[src/rtl/assoc2_wt_cache_pkg.sv]
// Shared types and helpers for the 2-way write-through data cache.
package assoc2_wt_cache_pkg;

    // Memory-access mode encodings seen on addr_mode / mem_addr_mode.
    localparam logic [2:0] DATA_ADDR_MODE_B  = 3'b000;
    localparam logic [2:0] DATA_ADDR_MODE_W  = 3'b010;
    localparam logic [2:0] DATA_ADDR_MODE_BU = 3'b100;

    // Miss FSM states.
    typedef enum logic [1:0] {
        ST_IDLE  = 2'd0,
        ST_FILL  = 2'd1,
        ST_WRITE = 2'd2
    } state_e;

    // Result of a lookup in one way for the currently selected set.
    typedef struct packed {
        logic        valid;
        logic        hit;
        logic [31:0] data;
    } way_rd_t;

    // Load extraction: byte[off] zero/sign extended, or the whole word.
    function automatic logic [31:0] extract(input logic [2:0]  mode,
                                            input logic [1:0]  off,
                                            input logic [31:0] word);
        logic [7:0]  b;
        logic [31:0] res;
        b = word[{off, 3'b000} +: 8];
        case (mode)
            DATA_ADDR_MODE_B:  res = {{24{b[7]}}, b};
            DATA_ADDR_MODE_BU: res = {24'h00_0000, b};
            default:           res = word;
        endcase
        return res;
    endfunction

    // True for the byte-sized modes.
    function automatic logic is_byte_mode(input logic [2:0] mode);
        return (mode == DATA_ADDR_MODE_B) || (mode == DATA_ADDR_MODE_BU);
    endfunction

endpackage

[src/rtl/assoc2_wt_cache_way.sv]
// One cache way: valid/tag/data arrays, combinational lookup, byte-enable write.
module assoc2_wt_cache_way
    import assoc2_wt_cache_pkg::*;
#(
    parameter int NUM_SETS = 8,
    parameter int SET_W    = 3,
    parameter int TAG_W    = 27
) (
    input  logic             clk,
    input  logic             rst_n,
    input  logic [SET_W-1:0] lk_set,
    input  logic [TAG_W-1:0] lk_tag,
    output way_rd_t          rd,
    input  logic             wr_en,
    input  logic             wr_fill,
    input  logic [3:0]       wr_be,
    input  logic [31:0]      wr_data
);

    logic [NUM_SETS-1:0]             valid_q, valid_d;
    logic [NUM_SETS-1:0][TAG_W-1:0]  tag_q,   tag_d;
    logic [NUM_SETS-1:0][31:0]       data_q,  data_d;

    // Lookup of the selected set.
    always_comb begin
        rd.valid = valid_q[lk_set];
        rd.hit   = valid_q[lk_set] && (tag_q[lk_set] == lk_tag);
        rd.data  = data_q[lk_set];
    end

    // Next-state of the arrays: fills set valid+tag, enabled bytes take new data.
    always_comb begin
        valid_d = valid_q;
        tag_d   = tag_q;
        data_d  = data_q;
        if (wr_en && wr_fill) begin
            valid_d[lk_set] = 1'b1;
            tag_d[lk_set]   = lk_tag;
        end else begin
            valid_d[lk_set] = valid_q[lk_set];
        end
        for (int b = 0; b < 4; b++) begin
            if (wr_en && wr_be[b]) begin
                data_d[lk_set][8*b +: 8] = wr_data[8*b +: 8];
            end else begin
                data_d[lk_set][8*b +: 8] = data_q[lk_set][8*b +: 8];
            end
        end
    end

    // Array storage; reset invalidates every line.
    always_ff @(posedge clk or negedge rst_n) begin
        if (!rst_n) begin
            valid_q <= '0;
            tag_q   <= '0;
            data_q  <= '0;
        end else begin
            valid_q <= valid_d;
            tag_q   <= tag_d;
            data_q  <= data_d;
        end
    end

endmodule

[src/rtl/assoc2_wt_cache.sv]
// 2-way set-associative, write-through, no-write-allocate data cache with LRU.
module assoc2_wt_cache
    import assoc2_wt_cache_pkg::*;
#(
    parameter int ADDR_WIDTH = 32,
    parameter int DATA_WIDTH = 32,
    parameter int NUM_SETS   = 8,
    parameter int CNT_WIDTH  = 32
) (
    input  logic                  clk,
    input  logic                  rst_n,
    input  logic                  req_valid,
    output logic                  req_ready,
    input  logic                  req_write,
    input  logic [2:0]            addr_mode,
    input  logic [ADDR_WIDTH-1:0] addr,
    input  logic [DATA_WIDTH-1:0] write_data,
    output logic                  resp_valid,
    output logic [DATA_WIDTH-1:0] read_data,
    output logic                  mem_req,
    output logic                  mem_we,
    output logic [ADDR_WIDTH-1:0] mem_addr,
    output logic [2:0]            mem_addr_mode,
    output logic [DATA_WIDTH-1:0] mem_wdata,
    input  logic                  mem_ack,
    input  logic [DATA_WIDTH-1:0] mem_rdata,
    output logic [CNT_WIDTH-1:0]  hit_count,
    output logic [CNT_WIDTH-1:0]  miss_count
);

    localparam int SET_W = $clog2(NUM_SETS);
    localparam int TAG_W = ADDR_WIDTH - 2 - SET_W;
    localparam logic [CNT_WIDTH-1:0] CNT_ONE = {{(CNT_WIDTH-1){1'b0}}, 1'b1};

    if (DATA_WIDTH != 32) begin : g_bad_data_width
        $error("assoc2_wt_cache: only DATA_WIDTH = 32 is supported");
    end
    if ((NUM_SETS < 2) || ((NUM_SETS & (NUM_SETS - 1)) != 0)) begin : g_bad_num_sets
        $error("assoc2_wt_cache: NUM_SETS must be a power of 2 and >= 2");
    end

    state_e                state_q,      state_d;
    logic [ADDR_WIDTH-1:0] addr_q,       addr_d;
    logic [2:0]            mode_q,       mode_d;
    logic [NUM_SETS-1:0]   lru_q,        lru_d;
    logic                  req_ready_q,  req_ready_d;
    logic                  resp_valid_q, resp_valid_d;
    logic [DATA_WIDTH-1:0] read_data_q,  read_data_d;
    logic                  mem_req_q,    mem_req_d;
    logic                  mem_we_q,     mem_we_d;
    logic [ADDR_WIDTH-1:0] mem_addr_q,   mem_addr_d;
    logic [2:0]            mem_mode_q,   mem_mode_d;
    logic [DATA_WIDTH-1:0] mem_wdata_q,  mem_wdata_d;
    logic [CNT_WIDTH-1:0]  hit_cnt_q,    hit_cnt_d;
    logic [CNT_WIDTH-1:0]  miss_cnt_q,   miss_cnt_d;

    logic [SET_W-1:0]      lk_set_s;
    logic [TAG_W-1:0]      lk_tag_s;
    way_rd_t               rd0_s, rd1_s;
    logic                  wr_en0_s, wr_en1_s, wr_fill_s;
    logic [3:0]            wr_be_s;
    logic [31:0]           wr_data_s;
    logic                  victim_s;

    // In IDLE the live request address is looked up; during a fill the latched one.
    always_comb begin
        if (state_q == ST_IDLE) begin
            lk_set_s = addr[2 +: SET_W];
            lk_tag_s = addr[ADDR_WIDTH-1 -: TAG_W];
        end else begin
            lk_set_s = addr_q[2 +: SET_W];
            lk_tag_s = addr_q[ADDR_WIDTH-1 -: TAG_W];
        end
    end

    assoc2_wt_cache_way #(.NUM_SETS(NUM_SETS), .SET_W(SET_W), .TAG_W(TAG_W)) u_way0 (
        .clk     (clk),
        .rst_n   (rst_n),
        .lk_set  (lk_set_s),
        .lk_tag  (lk_tag_s),
        .rd      (rd0_s),
        .wr_en   (wr_en0_s),
        .wr_fill (wr_fill_s),
        .wr_be   (wr_be_s),
        .wr_data (wr_data_s)
    );

    assoc2_wt_cache_way #(.NUM_SETS(NUM_SETS), .SET_W(SET_W), .TAG_W(TAG_W)) u_way1 (
        .clk     (clk),
        .rst_n   (rst_n),
        .lk_set  (lk_set_s),
        .lk_tag  (lk_tag_s),
        .rd      (rd1_s),
        .wr_en   (wr_en1_s),
        .wr_fill (wr_fill_s),
        .wr_be   (wr_be_s),
        .wr_data (wr_data_s)
    );

    // Fill victim: an invalid way first (way0 preferred), otherwise the LRU way.
    always_comb begin
        if (!rd0_s.valid) begin
            victim_s = 1'b0;
        end else if (!rd1_s.valid) begin
            victim_s = 1'b1;
        end else begin
            victim_s = lru_q[lk_set_s];
        end
    end

    // Request handling, miss FSM, LRU update and way-write control.
    always_comb begin
        state_d      = state_q;
        addr_d       = addr_q;
        mode_d       = mode_q;
        lru_d        = lru_q;
        resp_valid_d = 1'b0;
        read_data_d  = read_data_q;
        mem_req_d    = mem_req_q;
        mem_we_d     = mem_we_q;
        mem_addr_d   = mem_addr_q;
        mem_mode_d   = mem_mode_q;
        mem_wdata_d  = mem_wdata_q;
        hit_cnt_d    = hit_cnt_q;
        miss_cnt_d   = miss_cnt_q;
        wr_en0_s     = 1'b0;
        wr_en1_s     = 1'b0;
        wr_fill_s    = 1'b0;
        wr_be_s      = 4'b0000;
        wr_data_s    = 32'h0000_0000;

        case (state_q)
            ST_IDLE: begin
                if (req_valid && req_ready_q) begin
                    addr_d = addr;
                    mode_d = addr_mode;
                    if (req_write) begin
                        state_d     = ST_WRITE;
                        mem_req_d   = 1'b1;
                        mem_we_d    = 1'b1;
                        mem_addr_d  = addr;
                        mem_mode_d  = addr_mode;
                        mem_wdata_d = write_data;
                        if (is_byte_mode(addr_mode)) begin
                            wr_be_s   = 4'b0001 << addr[1:0];
                            wr_data_s = {4{write_data[7:0]}};
                        end else begin
                            wr_be_s   = 4'b1111;
                            wr_data_s = write_data;
                        end
                        if (rd0_s.hit || rd1_s.hit) begin
                            wr_en0_s        = rd0_s.hit;
                            wr_en1_s        = !rd0_s.hit;
                            lru_d[lk_set_s] = rd0_s.hit;
                        end else begin
                            lru_d[lk_set_s] = lru_q[lk_set_s];
                        end
                    end else if (rd0_s.hit || rd1_s.hit) begin
                        resp_valid_d    = 1'b1;
                        read_data_d     = extract(addr_mode, addr[1:0],
                                                  rd0_s.hit ? rd0_s.data : rd1_s.data);
                        lru_d[lk_set_s] = rd0_s.hit;
                        if (hit_cnt_q != '1) begin
                            hit_cnt_d = hit_cnt_q + CNT_ONE;
                        end else begin
                            hit_cnt_d = hit_cnt_q;
                        end
                    end else begin
                        state_d    = ST_FILL;
                        mem_req_d  = 1'b1;
                        mem_we_d   = 1'b0;
                        mem_addr_d = {addr[ADDR_WIDTH-1:2], 2'b00};
                        mem_mode_d = DATA_ADDR_MODE_W;
                        if (miss_cnt_q != '1) begin
                            miss_cnt_d = miss_cnt_q + CNT_ONE;
                        end else begin
                            miss_cnt_d = miss_cnt_q;
                        end
                    end
                end else begin
                    state_d = ST_IDLE;
                end
            end
            ST_FILL: begin
                if (mem_ack) begin
                    wr_fill_s       = 1'b1;
                    wr_be_s         = 4'b1111;
                    wr_data_s       = mem_rdata;
                    wr_en0_s        = !victim_s;
                    wr_en1_s        = victim_s;
                    lru_d[lk_set_s] = !victim_s;
                    read_data_d     = extract(mode_q, addr_q[1:0], mem_rdata);
                    resp_valid_d    = 1'b1;
                    mem_req_d       = 1'b0;
                    mem_we_d        = 1'b0;
                    state_d         = ST_IDLE;
                end else begin
                    state_d = ST_FILL;
                end
            end
            ST_WRITE: begin
                if (mem_ack) begin
                    resp_valid_d = 1'b1;
                    mem_req_d    = 1'b0;
                    mem_we_d     = 1'b0;
                    state_d      = ST_IDLE;
                end else begin
                    state_d = ST_WRITE;
                end
            end
            default: begin
                state_d   = ST_IDLE;
                mem_req_d = 1'b0;
                mem_we_d  = 1'b0;
            end
        endcase

        req_ready_d = (state_d == ST_IDLE);
    end

    // State, latched request, LRU bits, counters and registered outputs.
    always_ff @(posedge clk or negedge rst_n) begin
        if (!rst_n) begin
            state_q      <= ST_IDLE;
            addr_q       <= '0;
            mode_q       <= 3'b000;
            lru_q        <= '0;
            req_ready_q  <= 1'b1;
            resp_valid_q <= 1'b0;
            read_data_q  <= '0;
            mem_req_q    <= 1'b0;
            mem_we_q     <= 1'b0;
            mem_addr_q   <= '0;
            mem_mode_q   <= 3'b000;
            mem_wdata_q  <= '0;
            hit_cnt_q    <= '0;
            miss_cnt_q   <= '0;
        end else begin
            state_q      <= state_d;
            addr_q       <= addr_d;
            mode_q       <= mode_d;
            lru_q        <= lru_d;
            req_ready_q  <= req_ready_d;
            resp_valid_q <= resp_valid_d;
            read_data_q  <= read_data_d;
            mem_req_q    <= mem_req_d;
            mem_we_q     <= mem_we_d;
            mem_addr_q   <= mem_addr_d;
            mem_mode_q   <= mem_mode_d;
            mem_wdata_q  <= mem_wdata_d;
            hit_cnt_q    <= hit_cnt_d;
            miss_cnt_q   <= miss_cnt_d;
        end
    end

    assign req_ready     = req_ready_q;
    assign resp_valid    = resp_valid_q;
    assign read_data     = read_data_q;
    assign mem_req       = mem_req_q;
    assign mem_we        = mem_we_q;
    assign mem_addr      = mem_addr_q;
    assign mem_addr_mode = mem_mode_q;
    assign mem_wdata     = mem_wdata_q;
    assign hit_count     = hit_cnt_q;
    assign miss_count    = miss_cnt_q;

endmodule

[config.mk]
export PLATFORM = sky130hd
export DESIGN_NAME = assoc2_wt_cache
export DESIGN_NICKNAME = d
export VERILOG_FILES = /design/src/rtl/assoc2_wt_cache_pkg.sv /design/src/rtl/assoc2_wt_cache_way.sv /design/src/rtl/assoc2_wt_cache.sv
export SDC_FILE = /design/constraint.sdc
export NUM_CORES = 2
export LEC_CHECK = 0
export BUFFER_PORTS_ARGS = -buffer_cell sky130_fd_sc_hd__buf_2
export CAP_MARGIN = 20
export CORE_MARGIN = 3
export CORE_UTILIZATION = 50
export CTS_BUF_LIST = sky130_fd_sc_hd__clkbuf_16
export DETAILED_ROUTE_END_ITERATION = 16
export HOLD_SLACK_MARGIN = 0.12
export PLACE_DENSITY_LB_ADDON = 0.25
export SLEW_MARGIN = 20
export SYNTH_ARGS = -nofsm -noshare
export SYNTH_HDL_FRONTEND = slang
export SYNTH_SLANG_ARGS = --single-unit
[constraint.sdc]
create_clock -name clk -period 5.4 [get_ports clk]
set_input_delay 0.81 -clock clk [delete_from_list [all_inputs] [get_ports clk]]
set_output_delay 0.81 -clock clk [all_outputs]
set_load 0.005 [all_outputs]
==> reports/metrics.yaml <==
status: "finished clean"
cp-startpoint: "state_q[0]"
relSlewSlack: 0.284
initial_utilization: 0.506
reg2reg_to: "u_way1.data_q[121]"
crit_chain: "inv_2, ha_4, buf_12, mux2_4, buf_12, buf_4, mux2_2, o221ai_1, a221oi_2, xnor2_1, nand2_1, or4bb_1, nor4_1, buf_4, a31oi_2, a31o_2, buf_12, mux2i_2, mux2_2"
synth_enable_flop_cells: 0
grt_pass1_vias: 40300
grt_pass1_wl_um: 249000
dpl.hpwl_um: 109000
netSwitchingPower_mw: 14.1
port_buffers: 270
critPathCapture: "u_way1.data_q[121]"
ys_ff_latch: 1172
busiest_layer: "met2"
max_stage_delay_ns: 0.49
grtUsageMet3: 0.0537
crit_path_start_kind: "flip-flop"
die_height_um: 336
crit_fanout: 26
layout_commonest_cell: "dfrtp_1"
synth_cells: 4806
rows: 120
synthFlopType: "dfrtp_1"
path_common_cell: "buf_12"
leakage_nw: 29.9
avgSynthCellArea_um2: 11.3
fill_cells: 8706
grt_max_degree: 151
cts_tree: "yes"
wire_per_inst_um: 24.4
placed_cells: 6413
dr.first_iter.drc_count: 4260
detailed_place.area_um2: 59300
fmaxAchievable_ghz: 0.192
use_met1: 0.408
crit_cells: 19
async_reset_ff_frac: 1.00
grtUsageMet2: 0.440
dpl_worst_slack_ns: -0.180
rr_startpoint: "state_q[0]"
slew_viol_final: 0
cts_sinks: 1172
crit_family: "multiplexers"
power.internal_mw: 23.0
cts_buffer_depth: 3
final-setup-viol-count: 0
arrival_ns: 5.85
cts_root_buf: "clkbuf_16"
area_delta_synth_final_pct: 17.3
fin_nets: 5252
clkLatencyLatePin_ns: 0.73
critical_path_required_ns: 6.05
swShare: 0.379
drc: 0
hold_ws_ns: 0.191
tightest_slew_ns: 1.07
r2r_setup_slack_ns: 0.20
worst-path-buf-inv: 6
drt_first_pass_iters: 8
reg2reg_depth: 19
avgViaCountPerCell: 6.14
drive_above_1_share: 0.306
drt-total-wl_um: 162000
final_cell_area_um2: 63800
gr-total-overflow: 0
io_pins: 271
setup_slack_ns: 0.199
power_frac_seq: 0.363
h-tree-depth: 3
post-route-min-period_ns: 5.20
rsz0062_at_grt: "false"
final_cells: 6654
hold_path.class: "input port to asynchronous set/reset pin"
finalCoreUtilization: 0.594
ir_drop_uv: 326
layout_common_cells: "1,171 x dfrtp_1, 722 x mux2_2, 598 x nand2_1"
coreArea_um2: 108000
ys_warn_count: 0
numCtsBuffers: 121
slowest_stage: "or4bb_1"
die_w_um: 336
power.density_nw_per_um2: 581
path_clk_slew_ns: 0.06
endpoint_kind: "flip-flop"
die_area_um2: 113000
hold_violations: 0
pwr-share-clk: 0.235
finalCritPeriodShare: 0.963
synth_cell_type_count: 88
synthesis.area_um2: 54400
dr_total_vias: 40900
place.gp.congestion: 0.890
track_usage: 0.285
synthesis.nets: 4916
antenna_found_initial: 5
synth_seq_area_share: 0.539
cap_violations: 0
finClkSkew_ns: 0.0298
ctsHoldBuffers: 0
criticalPathCategory: "flip-flop to flip-flop"
comb_power_share: 0.401
antenna_left: 0
-- worst min-delay path by stage --
stage               cells after the start         startpoint                 end  slack, ns
floorplan                               2  u_way1.valid_q[5]   u_way1.valid_q[5]       0.44
global placement                        2      mem_wdata[27]       mem_wdata[27]       0.45
detailed placement                      2      mem_wdata[26]       mem_wdata[26]       0.46
CTS                                     1              rst_n   u_way1.data_q[26]       0.19
global route                            1              rst_n   u_way1.data_q[26]       0.23
finish                                  1              rst_n  u_way1.data_q[186]       0.19
-- sequential cells by signal, indices dropped and copies added, names as in the netlist, 8 cells and up --
register / count
u_way0.tag_q: 216
u_way1.data_q: 256
hit_count: 32
u_way1.tag_q: 216
addr_q: 32
read_data: 32
lru_q: 8
u_way0.data_q: 256
u_way1.valid_q: 8
u_way0.valid_q: 8
mem_addr: 32
miss_count: 32
mem_wdata: 32
-- metal layers --
metal,share of wire,vias up
met4,0.030,4
met1,0.43,20900
met5,0.00016,-
met3,0.081,280
li1,-,18000
met2,0.45,1620
-- timing repair --
action,in CTS,in global routing
gates resized for setup,25,46
buffers inserted,0,9
setup endpoints to repair,206,501
-- through the flow --
| step | power, mW | setup TNS (ns) |
|---|---|---|
| after global placement | 27.5 | -0.0630 |
| after global routing | 39.0 | 0 |
| after CTS | 36.8 | 0 |
| final | 37.1 | 0 |
| after detailed placement | 27.9 | -12.24 |
| after floorplan | 22.1 | 0 |
-- power groups by stage --
stage | sequential (mW) | combinational (mW) | clock, mW
floorplan | 13.1 | 9.02 | 0
finish | 13.5 | 14.9 | 8.73
CTS | 13.4 | 14.5 | 8.85
detailed placement | 13.6 | 14.3 | 0
global route | 13.8 | 16.0 | 9.22
global placement | 13.4 | 14.1 | 0
-- cells in the mapped netlist (21+ instances only) --
cell | count | area share
a21oi_1 | 359 | 0.033
a221oi_1 | 71 | 0.011
a22o_1 | 58 | 0.0093
a22oi_1 | 122 | 0.017
a32oi_1 | 27 | 0.0043
and3_1 | 82 | 0.0094
buf_1 | 35 | 0.0024
buf_2 | 63 | 0.0058
clkbuf_1 | 223 | 0.015
dfrtp_1 | 1171 | 0.54
inv_1 | 23 | 0.0016
mux2_2 | 723 | 0.15
mux2i_1 | 181 | 0.033
mux4_2 | 33 | 0.014
nand2_1 | 601 | 0.041
nand3_1 | 72 | 0.0066
nand4_1 | 31 | 0.0036
nor2_1 | 338 | 0.023
nor3_1 | 51 | 0.0047
nor4_1 | 21 | 0.0024
o21ai_0 | 135 | 0.012
o221ai_1 | 21 | 0.0034
xnor2_1 | 57 | 0.0092
xor2_1 | 40 | 0.0064
-- kinds of logic after synthesis --
logic type,Yosys count,share of synthesized area
buf+inv,360,0.0275
compound gates,915,0.110
xor+xnor,97,0.0156
mux,950,0.199
flops,1172,0.539
fa+ha+maj,6,0.00138
simple gates,1306,0.107
-- final cells by class --
type | instances | area, um^2 | area share
clock inverter | 106 | 1060 | 0.0165
multi-input combinational | 3274 | 24200 | 0.379
clock buffer | 123 | 3080 | 0.0482
sequential | 1172 | 29300 | 0.459
antenna | 3 | 7.51 | 0.000118
inverter | 23 | 86.3 | 0.00135
tap | 1403 | 1760 | 0.0275
timing repair buffer | 550 | 4350 | 0.0681
Note: power is estimated with default switching activity, not from simulation.
